**src/rtl/sorter_batch_ctrl.sv**
```systemverilog
// -----------------------------------------------------------------------------
// sorter_batch_ctrl
//
// Sequencer in front of the multi-width top-k sorter. One batch at a time:
//   1. accept a configuration (signedness, channel size, k),
//   2. collect the batch elements into a local buffer, padding unused slots,
//   3. issue a single launch pulse to the sorter,
//   4. wait (bounded) for the sorter's done flag and capture its result,
//   5. stream the k largest results out through a ready/valid port.
//
// Ports
//   clk_i, rst_ni           clock, asynchronous active-low reset
//   cfg_valid_i/cfg_ready_o configuration handshake
//   cfg_sign_i              1 = signed compare
//   cfg_channel_i           1:4, 2:8, 3:16, 4:32 elements (others illegal)
//   cfg_k_i                 number of results to emit (0 or >N means N)
//   in_valid_i/in_ready_o   element stream handshake
//   in_data_i, in_last_i    element and end-of-batch marker
//   srt_start_o             one-cycle sorter launch
//   srt_sign_o              sign control to the sorter, held while busy
//   srt_channel_o           channel code to the sorter, 0 when idle
//   srt_data_o              buffered elements, element i at [i*DATAWIDTH +: DATAWIDTH]
//   srt_done_i              sorter result valid (level or pulse)
//   srt_result_i            sorted result, index 0 = largest
//   out_valid_o/out_ready_i result stream handshake
//   out_data_o, out_last_o  result element and k-th result marker
//   busy_o                  a batch is in flight
//   err_o                   one-cycle pulse: illegal channel or sorter timeout
// -----------------------------------------------------------------------------
module sorter_batch_ctrl #(
    parameter int DATAWIDTH      = 8,
    parameter int MAX_DATALENGTH = 32,
    parameter int TIMEOUT        = 64,
    parameter int KW             = 6
) (
    input  logic                                clk_i,
    input  logic                                rst_ni,
    input  logic                                cfg_valid_i,
    output logic                                cfg_ready_o,
    input  logic                                cfg_sign_i,
    input  logic [2:0]                          cfg_channel_i,
    input  logic [KW-1:0]                       cfg_k_i,
    input  logic                                in_valid_i,
    output logic                                in_ready_o,
    input  logic [DATAWIDTH-1:0]                in_data_i,
    input  logic                                in_last_i,
    output logic                                srt_start_o,
    output logic                                srt_sign_o,
    output logic [2:0]                          srt_channel_o,
    output logic [DATAWIDTH*MAX_DATALENGTH-1:0] srt_data_o,
    input  logic                                srt_done_i,
    input  logic [DATAWIDTH*MAX_DATALENGTH-1:0] srt_result_i,
    output logic                                out_valid_o,
    input  logic                                out_ready_i,
    output logic [DATAWIDTH-1:0]                out_data_o,
    output logic                                out_last_o,
    output logic                                busy_o,
    output logic                                err_o
);

    localparam int AW = $clog2(MAX_DATALENGTH);
    localparam int TW = $clog2(TIMEOUT + 1);

    // Most negative signed value: sorts below every real element.
    localparam logic [DATAWIDTH-1:0] PAD_SIGNED = {1'b1, {(DATAWIDTH-1){1'b0}}};

    typedef enum logic [2:0] {
        S_IDLE,
        S_LOAD,
        S_SORT,
        S_WAIT,
        S_DRAIN
    } state_t;

    state_t               state_q;
    logic                 sign_q;
    logic [2:0]           chan_q;
    logic [KW-1:0]        n_q;
    logic [KW-1:0]        keff_q;
    logic [KW-1:0]        cnt_q;
    logic [KW-1:0]        idx_q;
    logic [TW-1:0]        timer_q;
    logic [DATAWIDTH-1:0] buf_q    [MAX_DATALENGTH];
    logic [DATAWIDTH-1:0] result_q [MAX_DATALENGTH];

    // -------------------------------------------------------------------------
    // Combinational helpers
    // -------------------------------------------------------------------------
    logic                 cfg_fire;
    logic                 cfg_legal;
    logic [KW-1:0]        cfg_n;
    logic [KW-1:0]        cfg_keff;
    logic [DATAWIDTH-1:0] cfg_pad;
    logic                 in_fire;
    logic [KW-1:0]        cnt_nxt;
    logic [KW-1:0]        idx_nxt;

    assign cfg_fire  = cfg_valid_i & cfg_ready_o;
    assign cfg_legal = (cfg_channel_i >= 3'd1) && (cfg_channel_i <= 3'd4);
    assign cfg_n     = KW'(4) << (cfg_channel_i - 3'd1);
    assign cfg_keff  = ((cfg_k_i == '0) || (cfg_k_i > cfg_n)) ? cfg_n : cfg_k_i;
    assign cfg_pad   = cfg_sign_i ? PAD_SIGNED : '0;
    assign in_fire   = in_valid_i & in_ready_o;
    assign cnt_nxt   = cnt_q + KW'(1);
    assign idx_nxt   = idx_q + KW'(1);

    // NOTE: every signal driven from always_comb gets a default before any
    // conditional logic, so no path can leave it unassigned and infer a latch.
    always_comb begin
        srt_data_o = '0;
        for (int i = 0; i < MAX_DATALENGTH; i++) begin
            srt_data_o[i*DATAWIDTH +: DATAWIDTH] = buf_q[i];
        end
    end

    // -------------------------------------------------------------------------
    // Sequencer: state, datapath registers and registered outputs
    // -------------------------------------------------------------------------
    // NOTE: all state here uses non-blocking assignments so every register
    // samples the pre-edge values, independent of statement order.
    always_ff @(posedge clk_i or negedge rst_ni) begin
        if (!rst_ni) begin
            state_q       <= S_IDLE;
            sign_q        <= 1'b0;
            chan_q        <= '0;
            n_q           <= '0;
            keff_q        <= '0;
            cnt_q         <= '0;
            idx_q         <= '0;
            timer_q       <= '0;
            // NOTE: the buffer and result arrays are reset on purpose: the
            // sorter sees srt_data_o directly, and a defined all-zero image
            // after reset is part of the interface contract.
            for (int i = 0; i < MAX_DATALENGTH; i++) begin
                buf_q[i]    <= '0;
                result_q[i] <= '0;
            end
            cfg_ready_o   <= 1'b1;
            in_ready_o    <= 1'b0;
            srt_start_o   <= 1'b0;
            srt_sign_o    <= 1'b0;
            srt_channel_o <= '0;
            out_valid_o   <= 1'b0;
            out_data_o    <= '0;
            out_last_o    <= 1'b0;
            busy_o        <= 1'b0;
            err_o         <= 1'b0;
        end else begin
            // Single-cycle pulses fall back to zero unless re-asserted below.
            srt_start_o <= 1'b0;
            err_o       <= 1'b0;

            case (state_q)
                S_IDLE: begin
                    if (cfg_fire) begin
                        if (cfg_legal) begin
                            sign_q      <= cfg_sign_i;
                            chan_q      <= cfg_channel_i;
                            n_q         <= cfg_n;
                            keff_q      <= cfg_keff;
                            cnt_q       <= '0;
                            // Pre-filling the whole buffer with PAD covers both
                            // the slots at index N and above and the tail left
                            // empty by an early in_last_i.
                            for (int i = 0; i < MAX_DATALENGTH; i++) begin
                                buf_q[i] <= cfg_pad;
                            end
                            cfg_ready_o <= 1'b0;
                            in_ready_o  <= 1'b1;
                            busy_o      <= 1'b1;
                            state_q     <= S_LOAD;
                        end else begin
                            err_o <= 1'b1;
                        end
                    end
                end

                S_LOAD: begin
                    if (in_fire) begin
                        buf_q[cnt_q[AW-1:0]] <= in_data_i;
                        cnt_q                <= cnt_nxt;
                        if ((cnt_nxt == n_q) || in_last_i) begin
                            in_ready_o    <= 1'b0;
                            srt_start_o   <= 1'b1;
                            srt_sign_o    <= sign_q;
                            srt_channel_o <= chan_q;
                            timer_q       <= '0;
                            state_q       <= S_SORT;
                        end
                    end
                end

                // The timer already runs during the launch cycle so the
                // timeout pulse lands exactly TIMEOUT cycles after srt_start_o.
                S_SORT: begin
                    timer_q <= timer_q + 1'b1;
                    state_q <= S_WAIT;
                end

                S_WAIT: begin
                    if (srt_done_i) begin
                        for (int i = 0; i < MAX_DATALENGTH; i++) begin
                            result_q[i] <= srt_result_i[i*DATAWIDTH +: DATAWIDTH];
                        end
                        idx_q       <= '0;
                        out_valid_o <= 1'b1;
                        out_data_o  <= srt_result_i[DATAWIDTH-1:0];
                        out_last_o  <= (keff_q == KW'(1));
                        state_q     <= S_DRAIN;
                    end else if (timer_q >= TW'(TIMEOUT - 1)) begin
                        err_o         <= 1'b1;
                        cfg_ready_o   <= 1'b1;
                        busy_o        <= 1'b0;
                        srt_sign_o    <= 1'b0;
                        srt_channel_o <= '0;
                        state_q       <= S_IDLE;
                    end else begin
                        timer_q <= timer_q + 1'b1;
                    end
                end

                // Output registers change only on a handshake, so data and
                // last stay stable while the consumer stalls.
                S_DRAIN: begin
                    if (out_ready_i) begin
                        if (out_last_o) begin
                            out_valid_o   <= 1'b0;
                            out_last_o    <= 1'b0;
                            out_data_o    <= '0;
                            cfg_ready_o   <= 1'b1;
                            busy_o        <= 1'b0;
                            srt_sign_o    <= 1'b0;
                            srt_channel_o <= '0;
                            state_q       <= S_IDLE;
                        end else begin
                            idx_q      <= idx_nxt;
                            out_data_o <= result_q[idx_nxt[AW-1:0]];
                            out_last_o <= (idx_nxt == (keff_q - KW'(1)));
                        end
                    end
                end

                default: begin
                    state_q <= S_IDLE;
                end
            endcase
        end
    end

endmodule

```
**config.mk**
```make
export PLATFORM = sky130hd
export DESIGN_NAME = sorter_batch_ctrl
export DESIGN_NICKNAME = d
export VERILOG_FILES = /design/src/rtl/sorter_batch_ctrl.sv
export SDC_FILE = /design/constraint.sdc
export NUM_CORES = 1
export LEC_CHECK = 0
export ABC_AREA = 1
export CAP_MARGIN = 25
export CORE_ASPECT_RATIO = 1.25
export CORE_MARGIN = 2
export CORE_UTILIZATION = 38
export CTS_CLUSTER_SIZE = 30
export DETAILED_ROUTE_END_ITERATION = 7
export GPL_ROUTABILITY_DRIVEN = 0
export PLACE_DENSITY = 0.7
export SLEW_MARGIN = 40
export SYNTH_ARGS = -nofsm -noshare
export SYNTH_HDL_FRONTEND = slang
export SYNTH_SLANG_ARGS = --single-unit
```
**constraint.sdc**
```tcl
create_clock -name clk_i -period 2.4 [get_ports clk_i]
set_input_delay 0.24 -clock clk_i [delete_from_list [all_inputs] [get_ports clk_i]]
set_output_delay 0.24 -clock clk_i [all_outputs]
set_load 0.01 [all_outputs]
```
==> impl_metrics.json <==
{
  "synth.lib_cells_used.distinct": 38,
  "crit_path_top_delay_cell": "dfrtp_1",
  "layout.cells.non_filler": 4390,
  "detailedPlacementHpwl_um": 63200,
  "dr.max_layer_used": "met5",
  "timing_worst_slew_pin_value_ps": 741,
  "power_leakage_nw": 15.5,
  "setup_violation_total_in_the_final_timing_report": 0,
  "timing.rr.end": "state_q[0]",
  "global_route.overflow_total": 0,
  "met1_routed_length_um": 35600,
  "skew_ps": 20.4,
  "critPathTopFamily": "simple AND/OR/NAND/NOR gates",
  "seqCellArea_sq_um": 14200,
  "status": "finished clean",
  "ir_drop_mv": 0.723,
  "critPathArrivalTime_ps": 2670,
  "startpoint": "cnt_q[2]",
  "std_cell_rows": 105,
  "path_class": "flip-flop to flip-flop",
  "max_freq_mhz": 459,
  "cts_made_buffers": 59,
  "place.detailed.instances": 4277,
  "wire_per_inst_um": 20.3,
  "root_buffer": "clkbuf_16",
  "ff2ff_setup_slack_ps": 220,
  "synth-seq-cells": 567,
  "timing.max_slew.rel_slack_pct": 50.6,
  "detailedPlace.worstSlack_ps": -379,
  "ctsHtreeMaxLevel": 2,
  "detailedRoute.firstIterationViolations": 1763,
  "hp-class": "input pin to async pin",
  "endpoint_kind": "flip-flop",
  "portBuffers": 555,
  "fillcell_total": 5965,
  "multiInputGateArea_sq_um": 8840,
  "met3RoutedLength_um": 8400,
  "ios": 556,
  "syn-cell-area_sq_um": 25300,
  "cap_violations": 0,
  "total_placed_instance_area_sq_um": 32600,
  "cts_tree": "built",
  "grt_setup_unrepaired": "false",
  "cts_sinks": 567,
  "final_common_cell": "nand2_1",
  "syn_to_final_growth_pct": 37.0,
  "routed_wirelength_um": 89300,
  "setup_ws_ps": 223,
  "route.detailed.drc": 0,
  "via_count_of_the_first_global_routing_pass": 22700,
  "initial_utilization_pct": 38.5,
  "shortest_period_the_worst_path_allows_ps": 2180,
  "die_height_um": 293,
  "fp.coreArea_sq_um": 65800,
  "die_x_um": 235,
  "route.vias.total": 22500,
  "postRouteAntennaNets": 0,
  "antenna_found_initial": 8,
  "layout.nets": 3778,
  "met2_routed_wl_um": 42000,
  "power_density_nw_per_um2": 1140,
  "timing.critical_path.buf_inv": 2,
  "timing.final.max_slew_violations": 0,
  "finalInstanceArea_sq_um": 34700,
  "postCtsSetupRepairBufs": 0,
  "startpoint_type": "flip-flop",
  "detail_route.vias_per_cell": 5.12,
  "clk_transition_reported_paths_ps": 60,
  "design_power_total_mw": 39.5,
  "syn_avg_cell_area_sq_um": 8.72,
  "critical_path.max_stage_delay_ps": 550,
  "largest_net_degree_at_the_start_of_global_routing": 98,
  "r2r-start": "cnt_q[2]",
  "layout_common_cells": "nand2_1, dfrtp_1, clkdlybuf4s50_1, inv_1, o21ai_0",
  "track_usage_pct": 25.5,
  "post_route_fraction_of_the_period_consumed_by_the_critical_path_pct": 90.7,
  "crit_path_frequent_cell": "nand2_1",
  "worst_case_clock_buffer_depth": 3,
  "cells_on_worst_reg2reg_path": 12,
  "report.final.hold_viol_count": 0,
  "timing.critical_path.cells": "inv_1 -> nor2_1 -> nand2_1 -> nand3_1 -> nand2_1 -> nor2_1 -> nand3_2 -> nand3_2 -> buf_4 -> nand2_1 -> nand2_1 -> o21ai_0",
  "critical_path_peak_fanout": 9,
  "final_core_util_pct": 52.7,
  "drive_above_1_share_pct": 8.72,
  "die-area_sq_um": 68700,
  "worst-endpoint-required_ps": 2900,
  "synth.net_count": 3197,
  "synth-seq-area-share_pct": 56.0,
  "insertion_delay_ps": 630,
  "grt_pass1_wl_um": 137000,
  "synthCells": 2902,
  "dr.pass1.iters": 6,
  "ys.warnings.count": 0
}
flip-flops by register name (all words and copies together) (netlist names):
signal,cells
result_q,256
busy_o,1
srt_channel_o,3
state_q,3
srt_data_o,256
out_data_o,8
srt_sign_o,1
cnt_q,6
chan_q,3
timer_q,7
out_last_o,1
err_o,1
keff_q,6
n_q,4
in_ready_o,1
sign_q,1
cfg_ready_o,1
srt_start_o,1
idx_q,6
out_valid_o,1
metal layers:
layer  GRT usage (%)  up-vias
met5               0        -
li1                -    10600
met2            42.0      826
met4            9.39       16
met1            31.5    10800
met3            8.02      190
stage by stage:
stage | setup TNS (ps) | hold WS [ps]
floorplan | 0 | -55.6
global placement | -1350 | 208
detailed placement | -1840 | 209
CTS | 0 | 106
global route | 0 | 125
finish | 0 | 135
power breakdown:
group | internal (mW) | total, mW | switching [mW] | leakage [nW]
combinational | 6.04 | 16.1 | 10.1 | 7.05
clock | 5.78 | 9.87 | 4.09 | 1.02
sequential | 12.2 | 13.5 | 1.30 | 7.40
total | 24.0 | 39.5 | 15.4 | 15.5
repair_timing:
item,CTS,global route
setup endpoints to repair,0,2
hold endpoints to repair,207,0
gates resized for setup,0,1
hold buffers,1,0
worst register-to-register path, cell delays in order (launching register included):
cell and delay (ps):
dfrtp_1 550, inv_1 240, nor2_1 240, nand2_1 110, nand3_1 80, nand2_1 50, nor2_1 110, nand3_2 130
nand3_2 160, buf_4 190, nand2_1 70, nand2_1 50, o21ai_0 80
worst max path at each step:
| stage | endpoint | depth (start not counted) | slack (ps) |
|---|---|---|---|
| detailed placement | keff_q[2] | 14 | -380 |
| floorplan | keff_q[2] | 13 | 140 |
| finish | state_q[0] | 12 | 220 |
| global placement | keff_q[4] | 14 | -310 |
| global route | timer_q[0] | 11 | 70 |
| CTS | state_q[0] | 13 | 240 |
cells in the mapped netlist, drive strengths merged:
master    n  area share [%]
a21boi    8            0.25
a21oi    86             3.0
buf      94             2.0
clkbuf   60            0.89
clkinv    1           0.015
dfrtp   566              56
dfstp     1            0.10
ha       14            0.69
inv     422             6.3
nand2   794              12
nand3   153             3.1
nand3b    2           0.059
nand4    14            0.35
nor2     99             1.5
nor3      5           0.099
nor4      2           0.049
o211ai   67             2.0
o21a      1           0.030
o21ai   260             5.1
o21bai    1           0.030
o22ai   229             5.7
o31ai     2           0.059
or2       7            0.17
xnor2     4            0.14
xor2     10            0.41
final cells by class:
cell class / instances / area share [%]
inverter: 423 / 4.59
clock inverter: 24 / 0.945
timing repair buffer: 674 / 19.8
antenna: 1 / 0.00722
sequential: 567 / 40.9
clock buffer: 87 / 5.11
tap: 856 / 3.09
multi-input combinational: 1758 / 25.5
kinds of logic after synthesis:
family          Yosys count  synth area share, %
fa+ha+maj                14                0.692
flops                   567                 56.0
xor+xnor                 14                0.544
simple gates           1076                 17.3
compound gates          654                 16.2
buf+inv                 577                 9.19
Power figures use the tool's default switching activity.
==> patch, RTL diff (config.mk and constraints unchanged) <==
Set the parameter `TIMEOUT` to 128 (it was 64).
--- a/src/rtl/sorter_batch_ctrl.sv
+++ b/src/rtl/sorter_batch_ctrl.sv
@@ -32,3 +32,3 @@
     parameter int MAX_DATALENGTH = 32,
-    parameter int TIMEOUT        = 64,
+    parameter int TIMEOUT        = 128,
     parameter int KW             = 6
Check against the original RTL: no difference found for any inputs over 4 cycles, from zero or initial values and one cycle with rst_ni low; that may be too few to reach the edited logic, so the function may still have changed.
==> patch against the unedited design <==
Clock skew down 0.0023 ns; final area down 1.3%; wire length down 5.6%; count of clock-buffer cells in the layout fell by 1; area after synthesis is 0.16% lower; global-route usage down 1.4 points; setup slack lost 0.081 ns; sequential cell count up 1; fmax shrank 3.6%; critical endpoint is now out_data_o[5].
Power is not compared: it rests on default switching activity, and its combinational part moved more than twofold at a synthesized area within 25%.
==> patch: results (changes against the unedited design) <==
Global route
  • First-pass GRT wire length: 130000 um (was 137000 um)
  • GRT Util Overall: 24.1% (was 25.5%)
  • Antenna violations before repair: 11 (was 8)
  • Vias in the first global route: 22200 (was 22700)
  • Pin count of the biggest net entering global routing: 72 (was 98)

Route
  • DRT Pass-1 Iters: 5 (was 6)
  • Final Routed Wirelength: 84300 um (was 89300 um)
  • Via count: 22500 (about the same)
  • Starting DRC count in detailed routing: 1560 (was 1763)

Clock tree
  • Number of buffers created by CTS: 57 (was 59)
  • Clock input transition at the sequential cells of the worst setup and hold paths: 0.06 ns (about the same)
  • Insertion delay to the later sink of the worst-skew pair: 0.61 ns (was 0.63 ns)
  • Max clock buf depth: 3 (unchanged)
  • Library cell used as clock root buffer: clkbuf_16 (unchanged)

Pwr
  • Switching pwr: between 4 and 5 mW
  • Worst voltage drop across the vdd grid: approximately 550 uV
  • Reported leakage power: around 17 nW

Logic synthesis
  • Commonest cells in the synthesized netlist: nand2_1 (802), dfrtp_1 (567), inv_1 (409), o21ai_0 (233), o22ai_1 (225) (was nand2_1 (779), dfrtp_1 (566), inv_1 (412), o21ai_0 (231), o22ai_1 (229))
  • Share of the yosys chip area belonging to registers: 56.2% (was 56.0%)
  • Syn nets: 3204 (was 3197)
  • Fraction of registers with async set/reset: 100% (unchanged)
  • Distinct cell type count after synthesis: 39 (was 38)
  • Area contributors post-synth: dfrtp_1 (56%), nand2_1 (12%), inv_1 (6.1%) (unchanged)

Critical path
  • Worst Reg2Reg Path Length in Cells: 8 (was 12)
  • Maximum fanout along the worst path: 33 (was 9)
  • Arrival @ worst endpoint: 2.75 ns (was 2.67 ns)

Hold path
  • Class of the most critical hold timing path: in2reg (was in2async)

Run status
  • Status: finished, final reports clean (unchanged)

STA
  • Relative max-transition margin: 59.6% (was 50.6%)
  • Count of endpoints failing setup in the final report: 0 (unchanged)
  • Final-report hold violation count: 0 (unchanged)
  • Worst clock skew: 0.0181 ns (was 0.0204 ns)

Placement
  • HPWL after DPL: 60700 um (was 63200 um)
  • IO buf count: 555 (unchanged)

Finish
  • Net count reported at finish: 3762 (was 3778)
  • Fraction of final layout cells with drive strength greater than 1: 7.54% (was 8.72%)
## patch: cell types whose count changed after synthesis, sizes merged, moves of 4 or more
cell | unedited run | this run
clkbuf | 60 | 71
buf | 94 | 83
a21oi | 86 | 81
o211ai | 67 | 73
o22ai | 229 | 225
nand3 | 153 | 149
nand2 | 794 | 812
## patch: critical path, cell delays in order (launching register included)
cell	delay, ns
dfrtp_4	0.50
ha_4	0.19
xor2_4	0.17
buf_4	0.47
nand3_1	0.28
nand3_1	0.13
nand3_1	0.11
nand3_1	0.16
a21boi_1	0.08
## patch: what timing repair did
item	in CTS	in global routing
hold endpoints to repair	82	0
hold buffers	1	0
gates resized for setup	0	1
endpoints found under the setup margin	0	1
## patch: area by class of cell
type                            count  area (um^2)
Antenna cell                        4         10.0
Fill cell                        6020        31500
Clock inverter                     18          238
Timing Repair Buffer              653         6620
Inverter                          420         1580
Sequential cell                   568        14200
Clock buffer                       86         1660
Multi-Input combinational cell   1768         8820
Tap cell                          856         1070
## patch: layer usage
layer / up-vias / GRT usage [%] / wire length [um]
met5: - / 0 / 47
met1: 10800 / 29.8 / 33100
met2: 971 / 41.5 / 41500
met4: 8 / 9.91 / 3460
met3: 180 / 4.67 / 6190
li1: 10600 / - / -
## patch: cells by family (layout without fill, tap and decap cells)
logic type | after synthesis | in the layout | synth area share (%)
other cells | 0 | 4 | 0
buf+inv | 574 | 1177 | 9.04
fa+ha+maj | 13 | 13 | 0.643
flops | 568 | 568 | 56.2
compound gates | 650 | 650 | 15.9
simple gates | 1091 | 1091 | 17.6
xor+xnor | 14 | 14 | 0.544
## patch: final timing paths
kind                                         from       endpoint  slack, ns
worst min register to register       result_q[90]   result_q[90]       0.47
worst max-delay path                     idx_q[0]  out_data_o[5]       0.14
min in group asynchronous                  rst_ni  result_q[236]       0.20
worst min-delay path            srt_result_i[153]   result_q[97]       0.16
worst max register to register           idx_q[0]  out_data_o[5]       0.14
max in group asynchronous                  rst_ni  result_q[157]       1.30
## patch: power groups by stage
stage / clock network, mW / logic (mW) / registers (mW)
after detailed placement: 0 / 1.52 / 9.78
after CTS: 9.30 / 1.53 / 9.60
after global routing: 9.68 / 1.64 / 9.60
after global placement: 0 / 1.51 / 9.78
after floorplan: 0 / 0.487 / 9.77
final: 9.14 / 1.51 / 9.60
## patch: stage by stage
step                area [um^2]  utilization (%)  std cells  total power [mW]  setup slack [ns]
floorplan                 25300                -       2910              10.3             0.384
global placement          32300             49.2       4264              11.3            -0.146
detailed placement        32300             49.2       4264              11.3            -0.225
CTS                       34200             52.1       4369              20.4            0.0856
global route              34200             52.1       4370              20.9            0.0250
finish                    34200             52.1       4373              20.2             0.142
